[src/rtl/ram_loader_pkg.sv]
// Shared definitions for the RAM loader: controller states and download address width.
package ram_loader_pkg;

    localparam int DL_ADDR_W = 25;

    typedef enum logic [1:0] {
        CLEAR = 2'd0,
        IDLE  = 2'd1,
        LOAD  = 2'd2
    } loader_state_t;

endpackage

[src/rtl/ram_loader_if.sv]
// Bundle of the ioctl download, CPU bus, RAM port A and status signals around the loader.
interface ram_loader_if
    import ram_loader_pkg::*;
#(
    parameter int ADDR_W = 10,
    parameter int DATA_W = 8
) ();

    logic                 dl_active;
    logic                 dl_wr;
    logic [DL_ADDR_W-1:0] dl_addr;
    logic [DATA_W-1:0]    dl_data;
    logic                 dl_wait;

    logic                 cpu_we;
    logic [ADDR_W-1:0]    cpu_addr;
    logic [DATA_W-1:0]    cpu_din;
    logic                 cpu_stall;

    logic                 ram_wren;
    logic [ADDR_W-1:0]    ram_addr;
    logic [DATA_W-1:0]    ram_data;

    logic                 busy;
    logic                 overflow;
    logic [ADDR_W:0]      load_count;

    // Core side: drives downloads and CPU accesses, observes RAM port A and status.
    modport master (
        output dl_active, dl_wr, dl_addr, dl_data,
        output cpu_we, cpu_addr, cpu_din,
        input  dl_wait, cpu_stall,
        input  ram_wren, ram_addr, ram_data,
        input  busy, overflow, load_count
    );

    // Loader side.
    modport slave (
        input  dl_active, dl_wr, dl_addr, dl_data,
        input  cpu_we, cpu_addr, cpu_din,
        output dl_wait, cpu_stall,
        output ram_wren, ram_addr, ram_data,
        output busy, overflow, load_count
    );

endinterface

[src/rtl/ram_loader_hold.sv]
// One-deep holding register for download bytes; a full slot always drains on the next cycle.
module ram_loader_hold
    import ram_loader_pkg::*;
#(
    parameter int DATA_W = 8
) (
    input  logic                 clock,
    input  logic                 reset,
    input  logic                 i_wr,
    input  logic [DL_ADDR_W-1:0] i_addr,
    input  logic [DATA_W-1:0]    i_data,
    output logic                 o_valid,
    output logic [DL_ADDR_W-1:0] o_addr,
    output logic [DATA_W-1:0]    o_data,
    output logic                 o_drop
);

    logic                 r_valid;
    logic [DL_ADDR_W-1:0] r_addr;
    logic [DATA_W-1:0]    r_data;

    always_ff @(posedge clock) begin
        if (reset) begin
            r_valid <= 1'b0;
        end else if (r_valid) begin
            // The owner consumes the held byte this cycle; a new strobe now is dropped.
            r_valid <= 1'b0;
        end else if (i_wr) begin
            r_valid <= 1'b1;
            r_addr  <= i_addr;
            r_data  <= i_data;
        end
    end

    assign o_valid = r_valid;
    assign o_addr  = r_addr;
    assign o_data  = r_data;
    assign o_drop  = r_valid && i_wr;

endmodule

[src/rtl/ram_loader.sv]
// Port A front end of the block RAM: clears it after reset, loads ioctl downloads,
// and otherwise passes CPU accesses straight through.
module ram_loader
    import ram_loader_pkg::*;
#(
    parameter int                   ADDR_W     = 10,
    parameter int                   DATA_W     = 8,
    parameter logic [DL_ADDR_W-1:0] BASE       = '0,
    parameter logic [DATA_W-1:0]    FILL_VALUE = '0
) (
    input  logic        clock,
    input  logic        reset,
    ram_loader_if.slave bus
);

    localparam logic [ADDR_W-1:0] CLR_LAST  = '1;
    localparam logic [ADDR_W:0]   COUNT_MAX = {1'b1, {ADDR_W{1'b0}}};

    loader_state_t        r_state;
    logic [ADDR_W-1:0]    r_clr_addr;
    logic                 r_overflow;
    logic [ADDR_W:0]      r_load_count;

    logic                 w_accept_wr;
    logic                 w_hold_v;
    logic [DL_ADDR_W-1:0] w_hold_a;
    logic [DATA_W-1:0]    w_hold_d;
    logic                 w_drop;
    logic [DL_ADDR_W-1:0] w_off;
    logic                 w_in_range;
    logic                 w_load_exit;

    // A strobe coinciding with dl_active rising in IDLE is caught too, so no byte is lost.
    assign w_accept_wr = bus.dl_wr &&
                         ((r_state == LOAD) || ((r_state == IDLE) && bus.dl_active));

    ram_loader_hold #(
        .DATA_W (DATA_W)
    ) u_hold (
        .clock   (clock),
        .reset   (reset),
        .i_wr    (w_accept_wr),
        .i_addr  (bus.dl_addr),
        .i_data  (bus.dl_data),
        .o_valid (w_hold_v),
        .o_addr  (w_hold_a),
        .o_data  (w_hold_d),
        .o_drop  (w_drop)
    );

    assign w_off       = w_hold_a - BASE;
    assign w_in_range  = (w_hold_a >= BASE) && (w_off[DL_ADDR_W-1:ADDR_W] == '0);
    // Staying while a late strobe is latched guarantees every accepted byte is written.
    assign w_load_exit = !bus.dl_active && !w_hold_v && !bus.dl_wr;

    always_ff @(posedge clock) begin
        if (reset) begin
            r_state      <= CLEAR;
            r_clr_addr   <= '0;
            r_overflow   <= 1'b0;
            r_load_count <= '0;
        end else begin
            case (r_state)
                CLEAR: begin
                    r_clr_addr <= r_clr_addr + 1'b1;
                    if (r_clr_addr == CLR_LAST) begin
                        r_state      <= bus.dl_active ? LOAD : IDLE;
                        r_overflow   <= 1'b0;
                        r_load_count <= '0;
                    end
                end
                IDLE: begin
                    if (bus.dl_active) begin
                        r_state      <= LOAD;
                        r_overflow   <= 1'b0;
                        r_load_count <= '0;
                    end
                end
                LOAD: begin
                    if (w_hold_v && w_in_range && (r_load_count != COUNT_MAX)) begin
                        r_load_count <= r_load_count + 1'b1;
                    end
                    if ((w_hold_v && !w_in_range) || w_drop) begin
                        r_overflow <= 1'b1;
                    end
                    if (w_load_exit) begin
                        r_state <= IDLE;
                    end
                end
                default: begin
                    r_state <= CLEAR;
                end
            endcase
        end
    end

    always_comb begin
        bus.ram_wren = 1'b0;
        bus.ram_addr = '0;
        bus.ram_data = '0;
        case (r_state)
            CLEAR: begin
                bus.ram_wren = 1'b1;
                bus.ram_addr = r_clr_addr;
                bus.ram_data = FILL_VALUE;
            end
            IDLE: begin
                bus.ram_wren = bus.cpu_we;
                bus.ram_addr = bus.cpu_addr;
                bus.ram_data = bus.cpu_din;
            end
            LOAD: begin
                bus.ram_wren = w_hold_v && w_in_range;
                bus.ram_addr = w_off[ADDR_W-1:0];
                bus.ram_data = w_hold_d;
            end
            default: begin
                bus.ram_wren = 1'b0;
            end
        endcase
        // Nothing reaches the RAM while reset is held, whatever state it interrupted.
        if (reset) begin
            bus.ram_wren = 1'b0;
        end
    end

    assign bus.dl_wait    = reset || (r_state == CLEAR) || w_hold_v;
    assign bus.cpu_stall  = reset || (r_state != IDLE);
    assign bus.busy       = reset || (r_state != IDLE);
    assign bus.overflow   = r_overflow;
    assign bus.load_count = r_load_count;

endmodule

[src/flat_wrapper.sv]
// flat-port wrapper written by rule: the top's interface ports become plain ports
module ram_loader_flat import ram_loader_pkg::*;
#(
    parameter int                   ADDR_W     = 10,
    parameter int                   DATA_W     = 8,
    parameter logic [DL_ADDR_W-1:0] BASE       = '0,
    parameter logic [DATA_W-1:0]    FILL_VALUE = '0
)
  (clock, reset, bus_dl_active, bus_dl_wr, bus_dl_addr, bus_dl_data, bus_cpu_we, bus_cpu_addr, bus_cpu_din, bus_dl_wait, bus_cpu_stall, bus_ram_wren, bus_ram_addr, bus_ram_data, bus_busy, bus_overflow, bus_load_count);
  ram_loader_if #(.ADDR_W(ADDR_W), .DATA_W(DATA_W)) bus_i ();
  input  logic clock;
  input  logic reset;
  input wire logic [$bits(bus_i.dl_active)-1:0] bus_dl_active;
  input wire logic [$bits(bus_i.dl_wr)-1:0] bus_dl_wr;
  input wire logic [$bits(bus_i.dl_addr)-1:0] bus_dl_addr;
  input wire logic [$bits(bus_i.dl_data)-1:0] bus_dl_data;
  input wire logic [$bits(bus_i.cpu_we)-1:0] bus_cpu_we;
  input wire logic [$bits(bus_i.cpu_addr)-1:0] bus_cpu_addr;
  input wire logic [$bits(bus_i.cpu_din)-1:0] bus_cpu_din;
  output wire logic [$bits(bus_i.dl_wait)-1:0] bus_dl_wait;
  output wire logic [$bits(bus_i.cpu_stall)-1:0] bus_cpu_stall;
  output wire logic [$bits(bus_i.ram_wren)-1:0] bus_ram_wren;
  output wire logic [$bits(bus_i.ram_addr)-1:0] bus_ram_addr;
  output wire logic [$bits(bus_i.ram_data)-1:0] bus_ram_data;
  output wire logic [$bits(bus_i.busy)-1:0] bus_busy;
  output wire logic [$bits(bus_i.overflow)-1:0] bus_overflow;
  output wire logic [$bits(bus_i.load_count)-1:0] bus_load_count;
  assign bus_i.dl_active = bus_dl_active;
  assign bus_i.dl_wr = bus_dl_wr;
  assign bus_i.dl_addr = bus_dl_addr;
  assign bus_i.dl_data = bus_dl_data;
  assign bus_i.cpu_we = bus_cpu_we;
  assign bus_i.cpu_addr = bus_cpu_addr;
  assign bus_i.cpu_din = bus_cpu_din;
  assign bus_dl_wait = bus_i.dl_wait;
  assign bus_cpu_stall = bus_i.cpu_stall;
  assign bus_ram_wren = bus_i.ram_wren;
  assign bus_ram_addr = bus_i.ram_addr;
  assign bus_ram_data = bus_i.ram_data;
  assign bus_busy = bus_i.busy;
  assign bus_overflow = bus_i.overflow;
  assign bus_load_count = bus_i.load_count;
  ram_loader #(.ADDR_W(ADDR_W), .DATA_W(DATA_W), .BASE(BASE), .FILL_VALUE(FILL_VALUE)) u_core (.clock(clock), .reset(reset), .bus(bus_i));
endmodule
[config.mk]
export PLATFORM = sky130hd
export DESIGN_NAME = ram_loader_flat
export DESIGN_NICKNAME = d
export VERILOG_FILES = /design/src/rtl/ram_loader_pkg.sv /design/src/rtl/ram_loader_if.sv /design/src/rtl/ram_loader_hold.sv /design/src/rtl/ram_loader.sv /design/src/flat_wrapper.sv
export SDC_FILE = /design/constraint.sdc
export NUM_CORES = 1
export LEC_CHECK = 0
export ABC_AREA = 1
export CAP_MARGIN = 10
export CORE_UTILIZATION = 51
export DETAILED_ROUTE_END_ITERATION = 6
export PLACE_DENSITY = 0.86
export SETUP_SLACK_MARGIN = 0.02
export SYNTH_ARGS = -nofsm -noshare
export SYNTH_HDL_FRONTEND = slang
export SYNTH_HIERARCHICAL = 1
export SYNTH_SLANG_ARGS = --single-unit
export TNS_END_PERCENT = 5
[constraint.sdc]
create_clock -name clock -period 6.8 [get_ports clock]
set_clock_uncertainty 0.2 [all_clocks]
set_input_delay 1.7 -clock clock [delete_from_list [all_inputs] [get_ports clock]]
set_output_delay 1.7 -clock clock [all_outputs]
set_load 0.02 [all_outputs]
Word level (Yosys, flattened, before mapping)
Cells that the tools add are included.

cells by class
  reduce and logical (&&, ||, !) cells = 26
  muxes and demuxes = 18
  add/subtract/negate cells = 2
  $lt $le $gt $ge = 1
  bitwise logic cells = 2
  eq/ne operators = 10

operator list
  cell                   count
  $mux 11                3
  $pmux 11 s3            1
  $pmux 10 s3            1
  $ge 25x1->1 const B    1
  $pmux 8 s2             1
  $logic_not 15->1       1
  $add 11x1->11 const B  1
  $ne 11x11->1 const B   1
  $add 10x1->10 const B  1
  $eq 10x10->1 const B   1
  $logic_and 1x1->1      9
  $mux 2                 4
  $reduce_and 4->1       2
  $ne 2x1->1 const B     3
  $ne 2x2->1 const B     3
  $pmux 1 s3             2
  $pmux 2 s3             1
  $reduce_and 3->1       2
  $logic_or 1x1->1       5
  $mux 1                 5
  $logic_not 1->1        4
  $reduce_bool 3->1      1
  $eq 2x1->1 const B     1
  $eq 2x2->1 const B     1
  3 further kinds        4

word-level totals
  output and inout port bits = 34
  bits in registers = 58
  word-level logic and storage cells = 66

Depth between registers and ports, before layout
  word-level depth = 8
  depth in mapped cells = 12
  gate-level depth less buffers = 11

Modules after synthesis
The synthesis kept the hierarchy.

by module, submodules not included
  module           sequential area each (µm²)  area each (µm²)  times used  cells each
  ram_loader       480.5                       1909.3           1           321
  ram_loader_hold  1011.0                      1033.5           1           40

Least setup slack after synthesis
OpenSTA, ideal clock, no wires.

  path type = input-to-output
  start point = in reset
  end point = out bus_cpu_stall
  stages on the path = 5
  required time = 4.900 ns
  arrival time = 2.733 ns
  setup slack = 2.167 ns
  buffers on the path = 3
  cells stage by stage = clkbuf_1 -> inv_1 -> clkbuf_1 -> nand2_1 -> buf_4

between the ends
  cells in the longest elaborated chain, start to end = 1

RTL lines
  what              line                RTL
  start, declared   flat_wrapper.sv:12  input logic reset;
  $logic_or 1x1->1  -
  end, declared     flat_wrapper.sv:21  output wire logic [$bits(bus_i.cpu_stall)-1:0] bus_cpu_stall;

No other way between the ends.

Final worst setup path
  start point = in reset
  end point = out bus_busy

between the ends
  cells in the longest elaborated chain, start to end = 1

RTL lines
  what              line                RTL
  $logic_or 1x1->1  ram_loader.sv:129   assign bus.busy = reset || (r_state != IDLE);
  end, declared     flat_wrapper.sv:25  output wire logic [$bits(bus_i.busy)-1:0] bus_busy;

No other way between the ends.

==> impl_metrics.py <==
metrics = {
    "sta": {
        "setup_slack_ns": 1.36,
        "worst_slew_pin_slew_ns": 0.959,
        "rsz0062_at_grt": "false",
        "timing.final.crit_share_pct": 80.1,
        "finalMaxSlewViolations": 0,
        "setup_viol_count_final": 0,
        "finalHoldViolations": 0,
        "min_period_ns": 5.44,
        "max_freq_mhz": 184,
        "setup_tns_ns": 0,
        "slew_headroom_pct": 36.1,
    },
    "routing": {
        "drc": 0,
        "ant_nets": 0,
        "via_count": 2775,
        "avgViaCountPerCell": 5.26,
        "routed_wl_mm": 6.97,
        "drt_pass1_iterations": 5,
        "post_drt_wl_per_cell_um": 13.2,
        "first_iter_violations": 257,
    },
    "setup_path": {
        "critical_path.reg2reg.startpoint": "u_core/r_state[0]",
        "reg2reg_to": "u_core/u_hold/o_addr[12]",
        "path_delay_family": "buffers and inverters",
        "critical-path-max-stage-delay_ns": 0.75,
        "crit_top_cell": "clkdlybuf4s50_1",
        "reg2reg_depth": 7,
        "arrival_ns": 3.54,
        "worst-setup-path-type": "input port to output pin",
        "crit_chain": "clkdlybuf4s50_1 > inv_1 > buf_4 > nand2_1 > clkdlybuf4s50_1",
        "critPathSlowestCell": "clkdlybuf4s50_1",
        "worstPathMaxFanout": 17,
        "worst_ep_required_time_ns": 4.90,
        "critPathCaptureType": "output pin",
        "regToRegSetupSlack_ns": 3.26,
        "critPathBufInv": 4,
        "start_kind": "input port",
    },
    "floorplanning": {
        "boundaryPins": 90,
        "coreArea_um2": 5540,
        "initial_core_util_pct": 53.1,
        "die_y_um": 78.0,
        "rows": 27,
        "die_area_um2": 6080,
        "die_w_um": 78.0,
    },
    "hold_path": {
        "min_path_cells": 1,
        "min_path_type": "flip-flop to flip-flop",
        "min_from": "u_core/r_clr_addr[3]",
        "min_to": "u_core/r_clr_addr[3]",
    },
    "status": {
        "status": "complete, no violations",
    },
    "layout": {
        "nets": 514,
        "n_antenna_cell": 0,
        "synthToLayoutAreaGrowth_pct": 38.3,
        "final_common_cell": "nand2_1",
        "final_cell_mix": "nand2_1 (99), clkdlybuf4s50_1 (89), nor2_1 (38)",
        "layout-drive-gt1-share_pct": 6.36,
        "final_cells": 528,
        "nFillCells": 437,
    },
    "synth": {
        "synth_seq_cells": 58,
        "synth_top_area_cell": "edfxtp_1",
        "syn_area_per_cell_um2": 8.15,
        "synthFlopType": "edfxtp_1",
        "synth_edf_count": 33,
        "synth.area.top_cells": "edfxtp_1 (34%), dfxtp_1 (17%), nand2_1 (13%)",
        "synth.net_count": 424,
        "synthCells": 361,
        "ys_warn_count": 6,
        "syn-cell-area_um2": 2940,
        "synth_top_area_share_pct": 33.7,
        "synth_cell_types": 31,
        "synthArstFlopShare_pct": 0,
        "seq_area_frac_synth_pct": 50.7,
    },
    "global_routing": {
        "grt_usage_pct": 25.1,
        "grt_overflow": 0,
        "grt_pass1_wl_mm": 11.8,
        "antenna_found_initial": 0,
        "first_global_vias": 2731,
        "grt_max_degree": 31,
    },
    "placement": {
        "gp_congestion": 0.879,
        "port-buffer-count": 89,
        "place_inst": 512,
        "dpl.hpwl_mm": 4.94,
        "place_ws_ns": 1.38,
    },
    "power_and_ir_drop": {
        "irDropWorstVdd_mv": 0.121,
        "p_leak_nw": 1.44,
        "total_power_uw": 744,
        "powerDensity_nw_per_um2": 183,
    },
    "clock_network": {
        "cts_tree": "yes",
        "clk-insertion-delay-late_ns": 0.33,
        "clk_path_buf_depth": 2,
        "cts_buffers": 9,
        "cts.sink_count": 58,
        "post-cts-setup-buffers": 0,
        "root_buffer": "clkbuf_8",
        "cts_resized": 0,
        "cts_hold_buf": 0,
        "clk_pin_slew_ns": 0.07,
        "h-tree-depth": 3,
    },
    "job": {
        "cap_violations": 0,
    },
}
worst max path at each step:
stage | startpoint | endpoint | cells past startpoint | slack, ns
finish | reset | bus_busy | 5 | 1.36
detailed placement | reset | bus_busy | 5 | 1.38
CTS | reset | bus_busy | 5 | 1.33
global route | reset | bus_busy | 5 | 1.28
global placement | reset | bus_cpu_stall | 5 | 1.42
floorplan | reset | bus_cpu_stall | 5 | 2.17
synth_stat cells (all sizes together) (2+ instances only):
library cell / instances
a211oi: 2
a21oi: 34
buf: 7
clkbuf: 5
clkinv: 2
dfxtp: 25
edfxtp: 33
ha: 7
inv: 37
nand2: 103
nand3: 33
nand4: 3
nor2: 43
nor3: 5
o211ai: 5
o21ai: 12
power by group:
part,switching [mW],total (mW),internal (mW)
Sequential,0.00190,0.373,0.371
Combinational,0.0154,0.0497,0.0343
Clock,0.150,0.321,0.171
area by class of cell:
type | instances | area (um^2) | area share (%)
clock buffer | 9 | 124 | 3.04
clock inverter | 7 | 77.6 | 1.91
inverter | 39 | 146 | 3.60
multi-input combinational | 252 | 1230 | 30.3
sequential | 58 | 1490 | 36.6
tap | 72 | 90.1 | 2.21
timing repair buffer | 91 | 906 | 22.3
flip-flops by register name, summed over array words and instances (netlist names):
| signal | count |
|---|---|
| u_core/r_state | 2 |
| u_core/u_hold/o_addr | 25 |
| u_core/u_hold/o_data | 8 |
| u_core/bus.overflow | 1 |
| u_core/u_hold/o_valid | 1 |
| u_core/r_clr_addr | 10 |
| u_core/bus.load_count | 11 |
metrics by stage:
| stage | area, um^2 | utilization, % | hold slack (ns) |
|---|---|---|---|
| after CTS | 4070 | 73.5 | 0.298 |
| final | 4070 | 73.5 | 0.301 |
| after global routing | 4070 | 73.5 | 0.331 |
| after detailed placement | 3870 | 69.8 | 0.285 |
| after floorplan | 2940 | - | 0.254 |
| after global placement | 3870 | 69.8 | 0.272 |
worst register-to-register path, stage by stage, from the launching register on:
cell	delay [ns]
dfxtp_1	0.35
inv_1	0.13
ha_1	0.81
clkinv_1	0.55
a21oi_1	0.35
nand2_1	0.13
nor2_2	0.27
buf_4	0.41
logic make-up after synthesis:
kind of cell,Yosys count,share of synthesized area (%)
AND/OR/NAND/NOR,188,27.9
flip-flops,58,50.7
AO/OA/AOI/OAI,56,10.7
buffers and inverters,51,7.44
adder cells (fa/ha/maj),7,2.98
XOR/XNOR,1,0.298
metal layers:
metal | part of all wire [%] | GRT usage [%]
met5 | 0 | 0
met4 | 3.2 | 15.2
met3 | 6.6 | 4.71
met2 | 49 | 41.5
met1 | 41 | 30.2
Power figures use the tool's default switching activity.
